**src/rtl/alu_cmd_sequencer_pkg.sv**
```systemverilog
// Shared definitions for the ALU command sequencer: opcode values, FSM states,
// and the result substituted for a divide/modulo by zero.
package alu_cmd_sequencer_pkg;

  localparam logic [2:0] OP_PASS = 3'b000;
  localparam logic [2:0] OP_ADD  = 3'b001;
  localparam logic [2:0] OP_SUB  = 3'b010;
  localparam logic [2:0] OP_DIV  = 3'b011;
  localparam logic [2:0] OP_MOD  = 3'b100;
  localparam logic [2:0] OP_AND  = 3'b101;
  localparam logic [2:0] OP_OR   = 3'b110;
  localparam logic [2:0] OP_GT   = 3'b111;

  localparam logic [4:0] DIV0_RESULT = 5'h1F;

  typedef enum logic [1:0] {
    ST_IDLE = 2'b00,
    ST_EXEC = 2'b01,
    ST_RESP = 2'b10
  } state_e;

  // Divide and modulo are the only ops whose ALU result is undefined for b == 0.
  function automatic logic is_div_op(input logic [2:0] op);
    return (op == OP_DIV) || (op == OP_MOD);
  endfunction

endpackage

```
**src/rtl/alu_cmd_sequencer_cmd_fifo.sv**
```systemverilog
// Command FIFO: synchronous, power-of-two depth, head visible combinationally.
// Full is decoded from the registered count, so a same-cycle pop never opens
// room for a push.
module alu_cmd_sequencer_cmd_fifo #(
  parameter int WIDTH = 11,
  parameter int DEPTH = 4
) (
  input  logic                     clk,
  input  logic                     rst_n,
  input  logic                     i_push,
  input  logic [WIDTH-1:0]         i_data,
  input  logic                     i_pop,
  output logic [WIDTH-1:0]         o_data,
  output logic                     o_full,
  output logic                     o_empty,
  output logic [$clog2(DEPTH):0]   o_count
);

  localparam int PTR_W = $clog2(DEPTH);
  localparam int CNT_W = PTR_W + 1;

  logic [WIDTH-1:0] r_mem [DEPTH];
  logic [PTR_W-1:0] r_wr_ptr;
  logic [PTR_W-1:0] r_rd_ptr;
  logic [CNT_W-1:0] r_count;
  logic             w_do_push;
  logic             w_do_pop;

  assign o_full    = (r_count == CNT_W'(DEPTH));
  assign o_empty   = (r_count == '0);
  assign o_count   = r_count;
  assign o_data    = r_mem[r_rd_ptr];
  assign w_do_push = i_push && !o_full;
  assign w_do_pop  = i_pop && !o_empty;

  // Pointer and occupancy tracking; pointers wrap naturally at DEPTH.
  always_ff @(posedge clk or negedge rst_n) begin
    if (!rst_n) begin
      r_wr_ptr <= '0;
      r_rd_ptr <= '0;
      r_count  <= '0;
    end else begin
      if (w_do_push) r_wr_ptr <= r_wr_ptr + PTR_W'(1);
      if (w_do_pop)  r_rd_ptr <= r_rd_ptr + PTR_W'(1);
      r_count <= r_count + CNT_W'(w_do_push) - CNT_W'(w_do_pop);
    end
  end

  // Storage; an entry is only read after it has been written.
  always_ff @(posedge clk) begin
    if (w_do_push) r_mem[r_wr_ptr] <= i_data;
  end

endmodule

```
**src/rtl/alu_cmd_sequencer.sv**
```systemverilog
// Issue stage for the 8-function combinational ALU: queues commands, drives them
// one at a time onto the ALU, captures the result after one settle cycle and
// holds it on a valid/ready response port. Divide/modulo by zero is replaced by
// an all-ones result with the error flag set.
//
//  state   | meaning
//  IDLE    | nothing in flight; pops the FIFO head as soon as one is queued
//  EXEC    | operands on alu_*, ALU settling; result captured at the next edge
//  RESP    | response held until rsp_ready; then issues next command or idles
module alu_cmd_sequencer
  import alu_cmd_sequencer_pkg::*;
#(
  parameter int DATA_W = 4,
  parameter int OP_W   = 3,
  parameter int DEPTH  = 4
) (
  input  logic              clk,
  input  logic              rst_n,
  input  logic              cmd_valid,
  output logic              cmd_ready,
  input  logic [OP_W-1:0]   cmd_op,
  input  logic [DATA_W-1:0] cmd_a,
  input  logic [DATA_W-1:0] cmd_b,
  output logic [OP_W-1:0]   alu_s,
  output logic [DATA_W-1:0] alu_a,
  output logic [DATA_W-1:0] alu_b,
  input  logic [DATA_W:0]   alu_out,
  output logic              rsp_valid,
  input  logic              rsp_ready,
  output logic [DATA_W:0]   rsp_data,
  output logic [OP_W-1:0]   rsp_op,
  output logic              rsp_err
);

  localparam int CMD_W = OP_W + 2 * DATA_W;
  localparam int CNT_W = $clog2(DEPTH) + 1;

  state_e            r_state;
  logic [OP_W-1:0]   r_alu_s;
  logic [DATA_W-1:0] r_alu_a;
  logic [DATA_W-1:0] r_alu_b;
  logic              r_rsp_valid;
  logic [DATA_W:0]   r_rsp_data;
  logic [OP_W-1:0]   r_rsp_op;
  logic              r_rsp_err;

  logic              w_push;
  logic              w_pop;
  logic              w_full;
  logic              w_empty;
  logic [CNT_W-1:0]  w_count;
  logic [CMD_W-1:0]  w_head;
  logic              w_div0;

  assign cmd_ready = !w_full;
  assign w_push    = cmd_valid && cmd_ready;
  assign w_pop     = !w_empty &&
                     ((r_state == ST_IDLE) || ((r_state == ST_RESP) && rsp_ready));
  assign w_div0    = is_div_op(3'(r_alu_s)) && (r_alu_b == '0);

  alu_cmd_sequencer_cmd_fifo #(
    .WIDTH (CMD_W),
    .DEPTH (DEPTH)
  ) u_cmd_fifo (
    .clk     (clk),
    .rst_n   (rst_n),
    .i_push  (w_push),
    .i_data  ({cmd_op, cmd_a, cmd_b}),
    .i_pop   (w_pop),
    .o_data  (w_head),
    .o_full  (w_full),
    .o_empty (w_empty),
    .o_count (w_count)
  );

  // Occupancy sanity: count never exceeds depth and agrees with the empty flag.
  a_fifo_count: assert property (@(posedge clk) disable iff (!rst_n)
    (w_count <= CNT_W'(DEPTH)) && (w_empty == (w_count == '0)));

  // Issue/capture FSM; all ALU-side and response outputs are registered here.
  always_ff @(posedge clk or negedge rst_n) begin
    if (!rst_n) begin
      r_state     <= ST_IDLE;
      r_alu_s     <= '0;
      r_alu_a     <= '0;
      r_alu_b     <= '0;
      r_rsp_valid <= 1'b0;
      r_rsp_data  <= '0;
      r_rsp_op    <= '0;
      r_rsp_err   <= 1'b0;
    end else begin
      case (r_state)
        ST_IDLE: begin
          if (!w_empty) begin
            {r_alu_s, r_alu_a, r_alu_b} <= w_head;
            r_state <= ST_EXEC;
          end
        end
        ST_EXEC: begin
          r_rsp_data  <= w_div0 ? '1 : alu_out;
          r_rsp_err   <= w_div0;
          r_rsp_op    <= r_alu_s;
          r_rsp_valid <= 1'b1;
          r_state     <= ST_RESP;
        end
        ST_RESP: begin
          if (rsp_ready) begin
            r_rsp_valid <= 1'b0;
            if (!w_empty) begin
              {r_alu_s, r_alu_a, r_alu_b} <= w_head;
              r_state <= ST_EXEC;
            end else begin
              r_state <= ST_IDLE;
            end
          end
        end
        default: r_state <= ST_IDLE;
      endcase
    end
  end

  assign alu_s     = r_alu_s;
  assign alu_a     = r_alu_a;
  assign alu_b     = r_alu_b;
  assign rsp_valid = r_rsp_valid;
  assign rsp_data  = r_rsp_data;
  assign rsp_op    = r_rsp_op;
  assign rsp_err   = r_rsp_err;

endmodule

```
**config.mk**
```make
export PLATFORM = sky130hd
export DESIGN_NAME = alu_cmd_sequencer
export DESIGN_NICKNAME = d
export VERILOG_FILES = /design/src/rtl/alu_cmd_sequencer_pkg.sv /design/src/rtl/alu_cmd_sequencer_cmd_fifo.sv /design/src/rtl/alu_cmd_sequencer.sv
export SDC_FILE = /design/constraint.sdc
export NUM_CORES = 1
export LEC_CHECK = 0
export ABC_AREA = 0
export BUFFER_PORTS_ARGS = -buffer_cell sky130_fd_sc_hd__buf_4
export CORE_ASPECT_RATIO = 1.25
export CORE_UTILIZATION = 56
export DETAILED_ROUTE_END_ITERATION = 16
export PLACE_DENSITY = 0.78
export SYNTH_ARGS = -nofsm -noshare
export SYNTH_HDL_FRONTEND = slang
export SYNTH_SLANG_ARGS = --single-unit
```
**constraint.sdc**
```tcl
create_clock -name clk -period 2.65 [get_ports clk]
set_input_delay 0.53 -clock clk [delete_from_list [all_inputs] [get_ports clk]]
set_output_delay 0.53 -clock clk [all_outputs]
set_load 0.01 [all_outputs]
```
== Word-level counts from Yosys, hierarchy flattened ==
Memories as Yosys holds them, arrays and structs flattened.
Cells that the tools add are included.
Word-level totals
  bits in registers: 30
  bits in latches: 0
  bits of input ports: 20
  memories: 1
  memory bits (writable): 44
  memory bits (read-only): 0
Cells by class
  div/mod/pow operators: 0
  order comparisons: 0
  shift-type cells: 0
  equality and inequality tests: 7
  $mul: 0
  bitwise logic cells: 0
  add/sub/neg operators: 4
  reduce and logical (&&, ||, !) cells: 18
  muxes and demuxes: 18
Memories
  u_cmd_fifo.r_mem: words 4, width 11, read ports 1, clocked after memory_dff 0, wr ports 1, RTL line alu_cmd_sequencer_cmd_fifo.sv:22  | logic [WIDTH-1:0] r_mem [DEPTH];
Operators with widths (number)
  $mux 4: 4
  $pmux 4 s2: 2
  $eq 3x3->1 const B: 2
  $logic_and 1x1->1: 6
  $mux 3: 2
  $pmux 2 s3: 1
  $pmux 3 s2: 1
  $reduce_and 2->1: 3
  $mux 5: 1
  $add 2x1->2 const B: 2
  $logic_not 4->1: 1
  $mux 1: 4
  $mux 2: 2
  $ne 2x2->1 const B: 2
  $reduce_bool 2->1: 2
  $add 3x1->3: 1
  $eq 3x2->1 const B: 1
  $logic_not 3->1: 1
  $sub 3x1->3: 1
  $eq 2x1->1 const B: 1
  $eq 2x2->1 const B: 1
  $logic_not 1->1: 2
  $logic_not 2->1: 1
  $logic_or 1x1->1: 2
  $pmux 1 s2: 1

== Longest topological paths before layout ==
Gate-level depths: netlist (run 1).
  word-level depth: 6
  depth in mapped cells: 10

== Hierarchy ==
Synthesis (run 1) repeated with hierarchy kept, for this count alone.
Unflattened totals
  cell total of the unflattened synthesis: 177
  area, all modules: 3049.2 um^2
Modules (own cells, without submodules)
  alu_cmd_sequencer_cmd_fifo: sequential area each 1496.4 um^2, cells an instance 98, area an instance 2065.7 um^2, times used 1
  alu_cmd_sequencer: sequential area each 575.6 um^2, cells an instance 79, area an instance 983.4 um^2, times used 1

== Least setup slack after synthesis (run 1) ==
Ideal clock, no wire load.
  path type: in2reg
  start: in rsp_ready
  end: reg u_cmd_fifo.r_count[2] (netlist: u_cmd_fifo.o_count[2])
  data arrival time: 2.161 ns
  buffers on the path: 1
  path slack: 0.363 ns
  cell stages on the path: 10
  data required time: 2.524 ns
  cells stage by stage: nor2b_1 -> nor3_4 -> buf_4 -> ha_1 -> inv_1 -> ha_1 -> inv_1 -> fa_1 -> xnor2_1 -> xnor2_1
On the way
  word-level cells in the longest chain between the ends: 5
Ends and longest elaborated chain
  start: declaration: RTL line alu_cmd_sequencer.sv:29  | input logic rsp_ready,
  $logic_and 1x1->1: RTL line alu_cmd_sequencer.sv:58  | ((r_state == ST_IDLE) || ((r_state == ST_RESP) && rsp_ready));
  $logic_or 1x1->1: RTL line alu_cmd_sequencer.sv:58
  $logic_and 1x1->1: RTL line alu_cmd_sequencer.sv:57  | assign w_pop = !w_empty &&
  $logic_and 1x1->1: RTL line alu_cmd_sequencer_cmd_fifo.sv:34  | assign w_do_pop = i_pop && !o_empty;
  net u_cmd_fifo.w_do_pop: RTL line alu_cmd_sequencer_cmd_fifo.sv:27  | logic w_do_pop;
  $sub 3x1->3: RTL line alu_cmd_sequencer_cmd_fifo.sv:45  | r_count <= r_count + CNT_W'(w_do_push) - CNT_W'(w_do_pop);
  end signal: assignment: RTL line alu_cmd_sequencer_cmd_fifo.sv:45
  end: declaration: RTL line alu_cmd_sequencer_cmd_fifo.sv:25  | logic [CNT_W-1:0] r_count;
The timed path passes the listed nets, and every way through them passes these cells.
A chain may end at the register's enable or synchronous reset.

== Worst setup path after layout (run 1) ==
  start: reg u_cmd_fifo.r_count[1] (netlist: u_cmd_fifo.o_count[1])
  end: reg u_cmd_fifo.r_count[2] (netlist: u_cmd_fifo.o_count[2])
On the way
  word-level cells in the longest chain between the ends: 6
Ends and longest elaborated chain
  $eq 3x3->1: RTL line alu_cmd_sequencer_cmd_fifo.sv:29  | assign o_full = (r_count == CNT_W'(DEPTH));
  $logic_not 1->1: RTL line alu_cmd_sequencer_cmd_fifo.sv:33, alu_cmd_sequencer.sv:55
  $logic_and 1x1->1: RTL line alu_cmd_sequencer.sv:56  | assign w_push = cmd_valid && cmd_ready;
  $logic_and 1x1->1: RTL line alu_cmd_sequencer_cmd_fifo.sv:33  | assign w_do_push = i_push && !o_full;
  $add 3x1->3: RTL line alu_cmd_sequencer_cmd_fifo.sv:45
  $sub 3x1->3 *: RTL line alu_cmd_sequencer_cmd_fifo.sv:45
Every way passes the cells marked *; elsewhere a longest branch is shown, timed or not.

==> flow_summary.toml, run 1 <==
[status]
run_status = "completed"

[place]
io_buffer_count = 41
dpl.cell_count = 270
hpwl_um = 3250
routabilityCongestion = 0.688

[setup_path]
worstSetupEndpointType = "flip-flop"
critPathRequiredTime_ps = 2900
worstSetupPathType = "flip-flop to flip-flop"
crit_path_start_kind = "flip-flop"
crit_fanout = 4
arrival_ps = 2420

[layout]
nets = 246
antennaDiodeCount = 0
area_growth_pct = 18.9
n_fill_cell = 327
drive_above_1_share = 0.362
utilization = 0.691
stdcell_count = 286

[synthesis]
synth_edf_count = 44
yosysSeqAreaShare = 0.702
syn_inst = 170
ys_warn_count = 0
synth_area_leaders = "edfxtp_1 45%, dfrtp_1 25%, mux4_2 6.1%, mux2_4 4.1%, mux4_1 2.7%"
synth_top_area_frac = 0.448
synth_flop_cell = "edfxtp_1"
async_flop_share = 0.405
syn_nets = 197
yosys.area.top_type = "edfxtp_1"
synth_cell_type_count = 30
syn_area_per_cell_um2 = 17.4
syn_area_um2 = 2950
synth-seq-cells = 74

[clocking]
clk_pin_slew_ps = 70
cts_buffers = 9
cts_setup_buffers = 0
ctsResizeCount = 0
clock_sinks = 74
htreeDepth = 3
cts_hold_buf = 0
cts_tree = "built"
clockBufferDepth = 2
clkLatencyLatePin_ps = 330
root_buffer = "clkbuf_8"

[floorplan]
ios = 42
core_um2 = 5080
die_area_um2 = 5560
dieHeight_um = 83.2
rows = 29
start_util = 0.581
die_w_um = 66.9

[power]
power_leakage_uw = 0.00143
p_per_area_nw_per_um2 = 1190
power.total_uw = 4190
peakVddDrop_mv = 0.544

[global_routing]
grt_max_degree = 31
grt_pass1_vias = 1555
grtUsageMet2 = 0.313
grt_use_met3 = 0.0508
antenna_found_initial = 0
grt_usage = 0.194
gr-total-overflow = 0
grt_pass1_wl_um = 7420
grt_util_met1 = 0.231
gr-max-usage-layer = "met2"

[drt]
ant_nets = 0
drcViolationCount = 0
drtIter0Drc = 44
dr.pass1.iters = 4
vias = 1516
via_per_inst = 5.30
drt-total-wl_um = 4680
wl_per_cell_um = 16.4

[timing]
setup_violations = 0
slew_headroom = 0.484
slew_violations = 0
holdWs_ps = 105
setup_tns_ps = 0
fmax_mhz = 461
hold_viol_final = 0
period_minus_slack_ps = 2170
fin_crit_sh = 0.819
rsz0062_at_grt = "false"
worst_pin_slew_ps = 773
final.setup_skew_ps = 3.88

[worst_hold_path]
min_path_type = "primary input to async pin"

[flow_run]
cap_violations = 0
[power by group]
part	total, uW	internal, uW	switching, uW
logic	1460	829	629
registers	1930	1620	310
clock network	804	414	390
total	4190	2860	1330
[worst max-delay path, cell delays in order (launching register included)]
cell     delay (ps)
dfrtp_1         450
nor3_2          340
nor3_4           80
ha_1            290
inv_1            60
ha_1            130
inv_1            40
fa_1            380
xnor2_1         170
xnor2_1         150
[per-layer routing]
metal	routed length, um	vias up	part of all wire
li1	-	718	-
met1	1890	741	0.40
met2	2460	51	0.53
met3	247	6	0.053
met4	87	0	0.019
met5	0	-	0
[cells in the final DEF, fill, tap and decap left out, types with 2 or more instances in the layout]
cell,n
edfxtp_1,44
ha_1,6
clkbuf_8,10
xor2_1,2
buf_4,43
mux4_1,3
inv_1,7
o21ai_0,4
mux2_2,4
clkinv_2,3
dfrtp_1,30
mux2_4,8
nor2_1,12
a21oi_1,6
nand2_1,12
xnor2_1,3
nor2b_1,2
and2_1,4
mux4_2,8
[path summary, 6_finish.rpt]
path	slack (ps)	cells past startpoint	from	to
setup / recovery	480	9	u_cmd_fifo.o_count[1]$_DFF_PN0_	u_cmd_fifo.o_count[2]$_DFF_PN0_
hold / removal	100	1	rst_n	rsp_valid$_DFFE_PN0P_
setup reg to reg	480	9	u_cmd_fifo.o_count[1]$_DFF_PN0_	u_cmd_fifo.o_count[2]$_DFF_PN0_
hold reg to reg	490	2	rsp_err$_DFFE_PN0P_	rsp_err$_DFFE_PN0P_
max in group asynchronous	2270	1	rst_n	alu_a[3]$_DFFE_PN0P_
min in group clk	390	1	cmd_op[2]	u_cmd_fifo.r_mem[0][10]$_DFFE_PP_
[metrics by stage]
stage	area [um^2]	setup slack [ps]
3_3_place_gp	3320	415
2_1_floorplan	2950	363
3_5_place_dp	3320	333
4_1_cts	3510	451
5_1_grt	3510	347
6_report	3510	479
[Yosys cell counts, drive strengths merged (2+ instances only)]
| master | n |
|---|---|
| a21oi | 6 |
| and2 | 4 |
| buf | 3 |
| clkbuf | 2 |
| dfrtp | 30 |
| edfxtp | 44 |
| ha | 6 |
| inv | 7 |
| mux2 | 12 |
| mux4 | 11 |
| nand2 | 12 |
| nor2 | 12 |
| nor2b | 2 |
| nor3 | 3 |
| o21ai | 4 |
| xnor2 | 3 |
| xor2 | 2 |
[registers in the layout (all words and copies together) (netlist names)]
name and cells:
alu_a 4, alu_b 4, alu_s 3, r_state 2, rsp_data 5, rsp_err 1, rsp_op 3, rsp_valid 1
u_cmd_fifo.o_count 3, u_cmd_fifo.r_mem 44, u_cmd_fifo.r_rd_ptr 2, u_cmd_fifo.r_wr_ptr 2
[cells by family (layout without fill, tap and decap cells)]
family | after synthesis | count (layout) | share of synthesized area
adder cells (fa/ha/maj) | 7 | 7 | 0.0322
XOR/XNOR | 5 | 5 | 0.0148
multiplexers | 23 | 23 | 0.144
buffers and inverters | 12 | 66 | 0.0195
AND/OR/NAND/NOR | 38 | 38 | 0.0666
AO/OA/AOI/OAI | 11 | 11 | 0.0208
flip-flops | 74 | 74 | 0.702
[area by class of cell]
class / instances / area, um^2 / area share
sequential: 74 / 2070 / 0.591
inverter: 7 / 26.3 / 0.00749
clock buffer: 11 / 163 / 0.0464
timing repair buffer: 43 / 323 / 0.0920
clock inverter: 5 / 26.3 / 0.00749
tap: 62 / 77.6 / 0.0221
multi-input combinational: 84 / 821 / 0.234
Power figures use the tool's default switching activity.
==> inputs of run 2 (changes only) <==
--- a/config.mk
+++ b/config.mk
@@ -5,7 +5,7 @@
 export SDC_FILE = /design/constraint.sdc
 export NUM_CORES = 1
 export LEC_CHECK = 0
-export ABC_AREA = 0
+export ABC_AREA = 1
 export BUFFER_PORTS_ARGS = -buffer_cell sky130_fd_sc_hd__buf_4
 export CORE_ASPECT_RATIO = 1.25
 export CORE_UTILIZATION = 56
==> constraint.sdc (replaced) <==
create_clock -name clk -period 2 [get_ports clk]
set_input_delay 0.4 -clock clk [delete_from_list [all_inputs] [get_ports clk]]
set_output_delay 0.4 -clock clk [all_outputs]
set_load 0.01 [all_outputs]
==> run 2 against run 1 <==
Sequential share of layout area shrank 3.3 points. Final cell count grew 41%. Worst hold slack improved by 150 ps. Non-clock buffer count up 10. Count of clock-buffer cells in the layout is 1 higher. Flip-flop and latch count unchanged. Largest cell class unchanged. Highest routed layer unchanged.
==> flow_summary.toml, run 2 <==
[timing]
hold_viol_final = 0
worst_pin_slew_ps = 376
slew_headroom = 0.749
setup_tns_ps = 0
period_minus_slack_ps = 1900
setup_violations = 0
holdWs_ps = 250
slew_violations = 0
rsz0062_at_grt = "false"
fin_crit_sh = 0.951
fmax_mhz = 526
final.setup_skew_ps = 3.44

[clocking]
htreeDepth = 3
clk_pin_slew_ps = 80
cts_tree = "built"
ctsResizeCount = 0
clock_sinks = 74
clkLatencyLatePin_ps = 350
clockBufferDepth = 2
root_buffer = "clkbuf_8"
cts_buffers = 9

[drt]
met3_length_um = 267
dr.pass1.iters = 6
via_per_inst = 4.98
drtIter0Drc = 113
wl_met2_um = 2940
vias = 2006
drcViolationCount = 0
highest_layer = "met4"
drt-total-wl_um = 5510
wl_per_cell_um = 13.7
ant_nets = 0
m1WireLength_um = 2160

[floorplan]
ios = 42
dieHeight_um = 85.0
die_area_um2 = 5820
die_w_um = 68.4
start_util = 0.595
core_um2 = 5190
rows = 29

[layout]
nets = 363
mostFrequentLayoutCell = "nand2_1"
largest_reg_flops = 44
n_fill_cell = 360
utilization = 0.716
drive_above_1_share = 0.211
largest-register = "u_cmd_fifo.r_mem"
area_growth_pct = 20.3
layout_common_cells = "75 x nand2_1, 52 x buf_4, 44 x edfxtp_1"
antennaDiodeCount = 0

[synthesis]
syn_area_per_cell_um2 = 11.0
synth_flop_cell = "edfxtp_1"
ys_warn_count = 0
ys_top_cells_by_count = "75 x nand2_1, 44 x edfxtp_1, 36 x nor2_1, 34 x inv_1, 30 x dfrtp_1"
synth_edf_count = 44
async_flop_share = 0.405
synth_top_area_frac = 0.428
synth_cell_type_count = 23
synth-seq-cells = 74
synth_area_leaders = "edfxtp_1 43%, dfrtp_1 24%, nand2_1 9.1%, nor2_1 4.4%, inv_1 4.1%"
syn_area_um2 = 3090
yosys.area.top_type = "edfxtp_1"
yosysSeqAreaShare = 0.671
syn_inst = 282
syn_nets = 309
synth_most_common_cell = "nand2_1"

[global_routing]
gr-total-overflow = 0
grt_pass1_wl_um = 8900
grt_max_degree = 31
antenna_found_initial = 0
grt_pass1_vias = 2013
grt_usage = 0.219

[power]
power_leakage_uw = 0.00170
p_per_area_nw_per_um2 = 1600
seqPwrFrac = 0.400
swShare = 0.362
p_switching_uw = 2160
peakVddDrop_mv = 0.862
combPwrFrac = 0.383
p_int_uw = 3800
power.total_uw = 5960
clockPowerShare = 0.217

[place]
io_buffer_count = 41
routabilityCongestion = 0.693
hpwl_um = 3660

[setup_path]
critPathRequiredTime_ps = 2240
worstSetupEndpointType = "flip-flop"
crit_path_start_kind = "flip-flop"
worstSetupPathType = "flip-flop to flip-flop"
crit_fanout = 3
arrival_ps = 2140

[worst_hold_path]
min_path_type = "primary input to flip-flop"

[status]
run_status = "completed"

[flow_run]
cap_violations = 0
run 2: cell types whose count changed after synthesis, sizes merged, moves of 4 or more:
cell    change
buf         +7
mux4       -11
nand2      +64
o211ai     +11
mux2       -12
nor2       +25
o21ai      +12
inv        +28
and2        -4
run 2: stage by stage:
step | setup WS (ps) | instance area (um^2) | instances
6_report | 98.0 | 3720 | 403
5_1_grt | 2.21 | 3720 | 403
4_1_cts | 67.0 | 3700 | 401
3_5_place_dp | 72.6 | 3460 | 384
3_3_place_gp | 108 | 3460 | 384
2_1_floorplan | 10.3 | 3090 | 282
run 2: layout make-up:
| cell class | instances | area [um^2] | area share |
|---|---|---|---|
| Inverter | 36 | 136 | 0.0367 |
| Timing Repair Buffer | 53 | 400 | 0.108 |
| Sequential cell | 74 | 2070 | 0.558 |
| Clock buffer | 12 | 178 | 0.0478 |
| Clock inverter | 4 | 55.1 | 0.0148 |
| Tap cell | 62 | 77.6 | 0.0209 |
| Multi-Input combinational cell | 162 | 797 | 0.214 |
run 2: logic make-up (layout without fill, tap and decap cells):
| group | after synthesis | in the layout | synth area share |
|---|---|---|---|
| AND/OR/NAND/NOR | 117 | 117 | 0.150 |
| AO/OA/AOI/OAI | 33 | 33 | 0.0636 |
| flip-flops | 74 | 74 | 0.671 |
| XOR/XNOR | 5 | 5 | 0.0142 |
| adder cells (fa/ha/maj) | 7 | 7 | 0.0308 |
| buffers and inverters | 46 | 105 | 0.0709 |
run 2: what timing repair did:
item | in CTS | in global routing
endpoints found under the hold margin | 30 | 0
endpoints found under the setup margin | 0 | 2
hold buffers | 1 | 0
buffers inserted | 0 | 2
run 2: power by group through the flow:
stage	Sequential [uW]	Clock, uW	Combinational (uW)
floorplan	2480	0	1460
global placement	2400	0	2160
detailed placement	2420	0	2250
CTS	2390	1320	2270
global route	2440	1390	2600
finish	2380	1290	2280
run 2: worst paths after layout:
kind                                                 start                               end  slack [ps]  cells past startpoint
max                        u_cmd_fifo.o_count[2]$_DFF_PN0_   u_cmd_fifo.o_count[2]$_DFF_PN0_         100                      9
min                                               cmd_a[1]  u_cmd_fifo.r_mem[1][5]$_DFFE_PP_         250                      1
max reg2reg                u_cmd_fifo.o_count[2]$_DFF_PN0_   u_cmd_fifo.o_count[2]$_DFF_PN0_         100                      9
min reg2reg                          rsp_op[0]$_DFFE_PN0P_             rsp_op[0]$_DFFE_PN0P_         480                      2
max in group asynchronous                            rst_n              alu_a[1]$_DFFE_PN0P_        1220                      2
min in group asynchronous                            rst_n            r_state[1]$_DFFE_PN0P_         510                      2
run 2: worst max-delay path, cell delays in order, from the launching register on:
cell and delay (ps):
dfrtp_1 410, nand3b_1 210, nand2_4 90, clkinv_2 50, ha_1 280, inv_1 60
ha_1 130, inv_1 50, fa_1 380, xnor2_1 140
run 2: routing by layer:
| layer | up-vias | track usage |
|---|---|---|
| li1 | 1011 | - |
| met1 | 930 | 0.232 |
| met2 | 55 | 0.379 |
| met4 | 0 | 0.131 |
| met3 | 10 | 0.0524 |
| met5 | - | 0 |
